<file path="src/rtl/lfsr_pkg.sv">
// rtl/lfsr_pkg.sv - shared types and default sizes for the LFSR sequence controller
//
// Purpose : FSM state encoding and default widths used by lfsr_core and
//           lfsr_seq_ctrl.
// Contents: LFSR_N_DEF      default LFSR width
//           LFSR_CNT_W_DEF  default word-count width
//           lfsr_state_t    controller FSM states

package lfsr_pkg;

  localparam int LFSR_N_DEF     = 8;
  localparam int LFSR_CNT_W_DEF = 16;

  typedef enum logic [1:0] {
    ST_IDLE = 2'd0,
    ST_LOAD = 2'd1,
    ST_RUN  = 2'd2,
    ST_DONE = 2'd3
  } lfsr_state_t;

endpackage

</file>
<file path="src/rtl/lfsr_core.sv">
// rtl/lfsr_core.sv - LFSR state register with parallel load and single step
//
// Purpose : Holds the LFSR state. Load has priority over step. One step
//           shifts right and feeds the parity of (state & char_poly) into
//           the MSB.
// Ports   : clk        rising-edge clock
//           reset      asynchronous, active-high; clears seq
//           load       write load_val into seq
//           load_val   value written on load
//           step       advance the LFSR by one position
//           char_poly  feedback tap mask
//           seq        current LFSR state

module lfsr_core
  import lfsr_pkg::*;
#(
  parameter int N = LFSR_N_DEF
) (
  input  logic         clk,
  input  logic         reset,
  input  logic         load,
  input  logic [N-1:0] load_val,
  input  logic         step,
  input  logic [N-1:0] char_poly,
  output logic [N-1:0] seq
);

  always_ff @(posedge clk or posedge reset) begin
    if (reset) begin
      seq <= '0;
    end else if (load) begin
      seq <= load_val;
    end else if (step) begin
      seq <= {^(seq & char_poly), seq[N-1:1]};
    end
  end

endmodule

</file>
<file path="src/rtl/lfsr_seq_ctrl.sv">
// rtl/lfsr_seq_ctrl.sv - run controller emitting a counted LFSR word stream
//
// Purpose : On start, latches seed/char_poly/count, loads the LFSR and emits
//           count words with valid/ready handshaking. Rejects seed==0 or
//           count==0 with an err pulse. Optional period detection is built
//           when LFSR_PERIOD_DETECT_EN is defined; otherwise period and
//           period_valid are tied to 0.
// Ports   : clk, reset     clock; asynchronous active-high reset
//           start, abort   run request (IDLE only) / cancel (LOAD, RUN)
//           seed, char_poly, count   run configuration, latched on start
//           out_valid, out_ready, out_data   word stream
//           busy           high in LOAD or RUN
//           done, err      one-cycle completion / rejection pulses
//           period, period_valid     detected sequence period

module lfsr_seq_ctrl
  import lfsr_pkg::*;
#(
  parameter int N     = LFSR_N_DEF,
  parameter int CNT_W = LFSR_CNT_W_DEF
) (
  input  logic             clk,
  input  logic             reset,
  input  logic             start,
  input  logic             abort,
  input  logic [N-1:0]     seed,
  input  logic [N-1:0]     char_poly,
  input  logic [CNT_W-1:0] count,
  output logic             out_valid,
  input  logic             out_ready,
  output logic [N-1:0]     out_data,
  output logic             busy,
  output logic             done,
  output logic             err,
  output logic [CNT_W-1:0] period,
  output logic             period_valid
);

  lfsr_state_t      state;
  logic [N-1:0]     seed_q;
  logic [N-1:0]     poly_q;
  logic [CNT_W-1:0] count_q;
  logic [CNT_W-1:0] remaining;
  logic             rejected;
  logic             xfer;
  logic [N-1:0]     seq;

  assign out_valid = (state == ST_RUN);
  // A cycle with abort is never a transfer, so the LFSR does not advance.
  assign xfer      = out_valid && out_ready && !abort;
  assign busy      = (state == ST_LOAD) || (state == ST_RUN);
  // DONE is shared by normal completion and rejection; rejected selects the pulse.
  assign done      = (state == ST_DONE) && !rejected;
  assign err       = (state == ST_DONE) && rejected;
  assign out_data  = seq;

  lfsr_core #(
    .N(N)
  ) u_core (
    .clk       (clk),
    .reset     (reset),
    .load      (state == ST_LOAD),
    .load_val  (seed_q),
    .step      (xfer),
    .char_poly (poly_q),
    .seq       (seq)
  );

  always_ff @(posedge clk or posedge reset) begin
    if (reset) begin
      state     <= ST_IDLE;
      seed_q    <= '0;
      poly_q    <= '0;
      count_q   <= '0;
      remaining <= '0;
      rejected  <= 1'b0;
    end else begin
      case (state)
        ST_IDLE: begin
          // start wins over abort here; abort has no meaning in IDLE.
          if (start) begin
            seed_q  <= seed;
            poly_q  <= char_poly;
            count_q <= count;
            if (seed == '0 || count == '0) begin
              rejected <= 1'b1;
              state    <= ST_DONE;
            end else begin
              rejected <= 1'b0;
              state    <= ST_LOAD;
            end
          end
        end
        ST_LOAD: begin
          if (abort) begin
            state <= ST_IDLE;
          end else begin
            remaining <= count_q;
            state     <= ST_RUN;
          end
        end
        ST_RUN: begin
          if (abort) begin
            state <= ST_IDLE;
          end else if (xfer) begin
            remaining <= remaining - CNT_W'(1);
            if (remaining == CNT_W'(1)) begin
              state <= ST_DONE;
            end
          end
        end
        ST_DONE: begin
          state <= ST_IDLE;
        end
        default: begin
          state <= ST_IDLE;
        end
      endcase
    end
  end

`ifdef LFSR_PERIOD_DETECT_EN
  logic [CNT_W-1:0] xfer_cnt;
  logic [CNT_W-1:0] period_q;
  logic             period_valid_q;
  logic [N-1:0]     seq_next;

  // Look-ahead of the core's step so the period is captured on the very
  // transfer that returns the LFSR to the seed, not a cycle later.
  assign seq_next = {^(seq & poly_q), seq[N-1:1]};

  always_ff @(posedge clk or posedge reset) begin
    if (reset) begin
      xfer_cnt       <= '0;
      period_q       <= '0;
      period_valid_q <= 1'b0;
    end else begin
      if (state == ST_IDLE && start) begin
        period_q       <= '0;
        period_valid_q <= 1'b0;
      end
      if (state == ST_LOAD) begin
        xfer_cnt <= '0;
      end else if (xfer) begin
        xfer_cnt <= xfer_cnt + CNT_W'(1);
        if (!period_valid_q && seq_next == seed_q) begin
          period_q       <= xfer_cnt + CNT_W'(1);
          period_valid_q <= 1'b1;
        end
      end
    end
  end

  assign period       = period_q;
  assign period_valid = period_valid_q;
`else
  assign period       = '0;
  assign period_valid = 1'b0;
`endif

endmodule

</file>
<file path="config.mk">
export PLATFORM = sky130hd
export DESIGN_NAME = lfsr_seq_ctrl
export DESIGN_NICKNAME = d
export VERILOG_FILES = /design/src/rtl/lfsr_pkg.sv /design/src/rtl/lfsr_core.sv /design/src/rtl/lfsr_seq_ctrl.sv
export SDC_FILE = /design/constraint.sdc
export NUM_CORES = 1
export LEC_CHECK = 0
export CORE_AREA = 2 2 79 81
export DETAILED_ROUTE_END_ITERATION = 7
export DIE_AREA = 0 0 81 83
export PLACE_DENSITY = 0.83
export SYNTH_ARGS = -nofsm -noshare
export SYNTH_HDL_FRONTEND = slang
export SYNTH_SLANG_ARGS = --single-unit
</file>
<file path="constraint.sdc">
create_clock -name clk -period 4.12 [get_ports clk]
set_input_delay 0.412 -clock clk [delete_from_list [all_inputs] [get_ports clk]]
set_output_delay 0.412 -clock clk [all_outputs]
set_load 0.01 [all_outputs]
</file>
# == Word-level counts from Yosys, hierarchy flattened ==
# Cells that the tools add are included.
# totals
out_inout_bits,29
in_bits,37
word_cells,50
regBits,59
# op_classes
bitwise,1
addsub,1
n_reduce_logical,17
muxes,14
n_eq_ne,10
# op_table
op,n
two-way mux 16 bit,3
case mux 16 bit (2 select lines),1
== test 16 x 1 -> 1 bit (second input constant),1
logical NOT 16 bit,1
two-way mux 8 bit,2
subtractor 16 x 1 -> 16 bit (second input constant),1
two-way mux 2 bit,6
bitwise AND 8 bit,1
logical NOT 8 bit,1
case mux 2 bit (4 select lines),1
XOR reduction 8 bit,1
!= test 2 bit (second input constant),3
!= test 3 x 2 -> 1 bit (second input constant),2
== test 2 bit (second input constant),2
logical AND 1 bit,4
AND reduction 4 bit,1
nonzero test 2 bit,2
AND reduction 3 bit,1
== test 2 x 1 -> 1 bit (second input constant),1
logical NOT 1 bit,2
logical NOT 2 bit,1
logical OR 1 bit,2
!= test 2 x 1 -> 1 bit (second input constant),1
AND reduction 2 bit,1
two-way mux 1 bit,1

# == Logic depth before layout (Yosys ltp) ==
# depth
ltp_word,6
ltp_mapped,10
ltp_nobuf,7

# == Modules after synthesis ==
# Synthesis repeated with hierarchy kept, for this count alone.
# unflattened
hier_cells,305
area_unflattened_um2,3199.3
# by_module_without_submodules
mod,n_inst,area_each_um2,seq_area_each_um2,cells_per_inst
lfsr_seq_ctrl,1,2740.1,1276.2,254
lfsr_core,1,459.2,200.2,51

# == Worst setup path before layout ==
# OpenSTA, ideal clock, no wires.
# synth_timing
kind,register to register
start,register state[0]
end,register remaining[10]
period_less_slack_ns,1.906
n_path_buf,2
t_required_ns,3.997
setup_ns,0.123
t_arrival_ns,1.784
stages_incl_launch_ff,8
setup_slack_ns,2.214
path_cell_list,dfrtp_1 > inv_1 > ha_1 > mux2_2 > nor2b_1 > buf_2 > buf_2 > o221a_2
# synth_between
elab_chain_cells,5
word_cells_on_any_way,10
cone_classes,eq/ne (5); mux (1); reduce/logical (4)
# synth_lines
element,line,source
"start, declared",lfsr_seq_ctrl.sv:39,lfsr_state_t state;
"start signal, assigned",lfsr_seq_ctrl.sv:71,state <= ST_IDLE;
"start signal, assigned",lfsr_seq_ctrl.sv:87,state <= ST_DONE;
"start signal, assigned",lfsr_seq_ctrl.sv:90,state <= ST_LOAD;
== test 2 bit (*),lfsr_seq_ctrl.sv:48,assign out_valid = (state == ST_RUN);
net out_valid,lfsr_seq_ctrl.sv:29,"output logic out_valid,"
logical AND 1 bit (2 in a row),lfsr_seq_ctrl.sv:50,assign xfer = out_valid && out_ready && !abort;
!= test 2 x 1 -> 1 bit (no source line),n/a,
AND reduction 4 bit (no source line),n/a,
"end signal, assigned",lfsr_seq_ctrl.sv:98,remaining <= count_q;
"end signal, assigned",lfsr_seq_ctrl.sv:106,remaining <= remaining - CNT_W'(1);
"end, declared",lfsr_seq_ctrl.sv:43,logic [CNT_W-1:0] remaining;
# The timed path passes the listed nets; every way through them passes the cells marked *.
# A chain may end at the register's enable or synchronous reset.

# == Worst setup path in the final report ==
# layout_timing
start,register state[1]
end,register remaining[10]
# layout_between
elab_chain_cells,5
word_cells_on_any_way,10
cone_classes,eq/ne (5); mux (1); reduce/logical (4)
# layout_lines
element,line
== test 2 bit,"lfsr_seq_ctrl.sv:48, lfsr_seq_ctrl.sv:78"
logical AND 1 bit (2 in a row),lfsr_seq_ctrl.sv:50
!= test 2 x 1 -> 1 bit (no source line),n/a
AND reduction 4 bit (no source line),n/a
# Several ways; a longest one is shown, not always the timed one.

==> run summary <==
The filler-free cell count of the finished design was 414; the count of antenna diodes in the layout was 0. STA classifies the critical path startpoint as a flip-flop. For the number of top-level pins, the log shows 66.

After synthesis, the cell types taking the most area are dfrtp_1 48%, mux2_2 13%, buf_4 4.1%. The part of the Yosys area used for sequential elements was 0.476; the layout net count was 378. The startpoint of the most critical setup path is state[1]. The initial core utilization was 0.533; the number of design-rule violations left by the first detailed-router iteration was 137. The depth of the worst register-to-register path was 7.

The tree is rooted in a clkbuf_8. Timing would allow up to 0.392 GHz. The worst hold path passes through 2 cells. In this run the register-to-register setup slack is 1570 ps. The first global-routing pass estimated 10800 µm of wire. The floorplan step defined a core boundary enclosing 5820 µm².

The setup total negative slack is 0 ps. The area of the mapped netlist came out at 3100 µm². Clock latency at the later pin of the worst-skew pair: 340 ps. The worst slack at placement is 1620 ps. The routed design could run at a clock period as short as 2550 ps.

The final period utilization works out to 0.620. The die is 83 µm tall. In this run the worst path has a maximum fanout of 29.

Origin of the critical flop-to-flop path: state[1]. The tools report the count of cells resized by post-cts repair as 0. The gate count after technology mapping was 285.

The area growth from synthesis to layout came out at 21.1%. Global routing finished with a remaining overflow of 0. The clock arrives with 7.36 ps of skew.

The number of DRC violations after detailed routing is 0, and the total count of hold-check failures in the final report is 0. Kind of end point of the critical path: a flip-flop. Most common library cell in the layout ignoring fill and taps: dfrtp_1. The combinational fraction of design power is 0.398, and the sequential group share of total power is 0.427.

The peak supply drop is 0.000430 V, and the required time of the worst setup path is 4350 ps. The number of iterations in the first detailed-routing pass was 4; the fraction of post-synthesis cell area in the top cell type by area was 0.476. The die covers 6720 µm². After synthesis the netlist holds a flip-flop and latch count of 59. A synthesized cell averages 10.9 µm². The logs give 447 for the number of fill cells and 0 for the remaining antenna violation count.

The die is 81 µm wide. The number of global-route vias before repair was 2209; the total CTS buffers was 9. The critical path start-end classification is flip-flop to flip-flop. In this run the most critical hold path is launched from seed_q[4]. The total via count in the routed design was 2309; the average detailed-routed wire length per instance was 15.9 µm. The power density over the cells works out to 711 nW/µm². Share of async-settable or async-resettable flops after synthesis: 1.00.

Total power for the finished layout comes to 2670 µW. The number of placed instances with taps included is 398, and the clock transition at the register clock pins on the worst setup and hold paths after CTS is 70 ps. Summed over all nets, the switching power comes to 981 µW. The clock net in this run drives a total of 59 sinks.

Count of hold buffers inserted by post-cts repair: 0. The number of enable flip-flop cells after synthesis works out to 0. Combined global-route utilization of all metal layers: 0.214.

Endpoint of the worst-slack reg-to-reg timing path: remaining[10]. Detailed placement ended at an HPWL of 4750 µm. The number of setup buffers added after CTS is 0. Using the TritonRoute via totals, the vias-per-cell ratio works out to 5.58.

The static leakage was 0.00158 µW; the switching part of the total power was 0.367. The flow ran to the end, and the final reports show no timing, DRC or antenna violations. Setup violations remaining at the end of the flow were counted as 0.

The tool flagged a number of max-cap violations equal to 0. For the initial antenna violation count, the log shows 0. Destination of the worst hold path: u_core.seq[4]. The number of core rows came out at 28.

The top cell types in the final layout, fill and taps aside, are 59 x dfrtp_1, 48 x clkdlybuf4s50_1, 35 x mux2_2, 30 x nand2_1, 17 x conb_1. For the worst slew slack as a fraction of its limit, the log shows 0.524. The ratio of cells with drive above 1 in the final layout is 0.189.

TritonCTS built the clock tree. The worst path arrival time is 2780 ps, and the number of warnings issued by yosys is 0. Entering global routing, the biggest net connects 36 pins. The longest clock path from root to sink contains 2 buffers. The tools report the placer's final routability congestion estimate as 0.809.

Type of the worst min-delay path: flip-flop to flip-flop. The run gives 0.175 as the share of power burned in the clock network. The distinct cell type count after synthesis is 42, and the actual slew at the worst max-slew pin is 714 ps. For this block, the routed nets add up to 6590 µm of wire. The logs give 0 for the number of max-slew violations in the final report and 3 for the H-tree depth. The most used flip-flop cell after synthesis is dfrtp_1. Cell internal power was estimated by the tool at 1690 µW.

The minimum setup slack in the final design came out at 1570 ps. The most area-hungry cell type in the Yosys netlist was dfrtp_1. The count of port buffers added during placement works out to 48.

Setup repair after global routing left no endpoint under its margin.
[cell families after synthesis]
group / share of synthesized area
AND/OR/NAND/NOR: 0.146
adder cells (fa/ha/maj): 0.0282
XOR/XNOR: 0.0198
multiplexers: 0.163
buffers and inverters: 0.0653
flip-flops: 0.476
AO/OA/AOI/OAI: 0.100
other: 0.00121
[registers in the layout, summed over array words and instances, names as in the netlist]
register / count
seed_q: 8
remaining: 16
u_core.seq: 8
rejected: 1
state: 2
poly_q: 8
count_q: 16
[critical path, cell delays in order (launching register included)]
cell and delay (ps):
dfrtp_1 400, inv_1 130, ha_1 550, mux2_2 270, nor2b_1 130, buf_4 290, nand2b_1 320, o221a_2 330
[stage by stage]
stage	area [µm²]	hold WS (ps)	utilization
final	3750	490	0.646
after global routing	3750	516	0.646
after CTS	3750	488	0.646
after detailed placement	3580	473	0.616
after global placement	3580	461	0.616
after floorplan	3160	444	-
[layer usage]
layer  share of wire  global-route usage
met4           0.027               0.116
met2            0.48               0.331
met1            0.45               0.289
met3           0.044              0.0304
met5               0                   0
[synthesized netlist by cell type, drive strengths merged, types with 2 or more instances]
cell type,number
a21oi,16
a2bb2oi,3
and4,2
buf,26
clkbuf,4
dfrtp,59
ha,7
inv,5
mux2,35
mux2i,11
nand2,30
nand2b,3
nand3,6
nand3b,4
nor2,6
nor2b,2
nor3,6
nor4,9
o211ai,2
o21ai,17
o22ai,13
or3,2
xnor2,5
xor2,2
[how the worst max path moves through the flow]
stage / end / slack (ps) / depth (start not counted)
finish: remaining[10] / 1570 / 7
global route: remaining[9] / 1330 / 8
CTS: remaining[10] / 1580 / 7
detailed placement: remaining[10] / 1620 / 7
global placement: remaining[10] / 1730 / 7
floorplan: remaining[10] / 2210 / 7
[power by group through the flow]
stage / sequential [µW] / combinational, µW / clock, µW
global placement: 1120 / 1000 / 0
detailed placement: 1140 / 1060 / 0
floorplan: 1080 / 779 / 0
CTS: 1130 / 1070 / 473
finish: 1140 / 1060 / 468
global route: 1180 / 1170 / 496
[final cells by class]
type	count	area, µm²	area share
clock buffer	14	163	0.0433
clock inverter	2	10.0	0.00267
inverter	5	18.8	0.00500
multi-input combinational	207	1480	0.395
sequential	59	1480	0.393
tap	75	93.8	0.0250
timing repair buffer	52	510	0.136
Note: power is estimated with default switching activity, not from simulation.
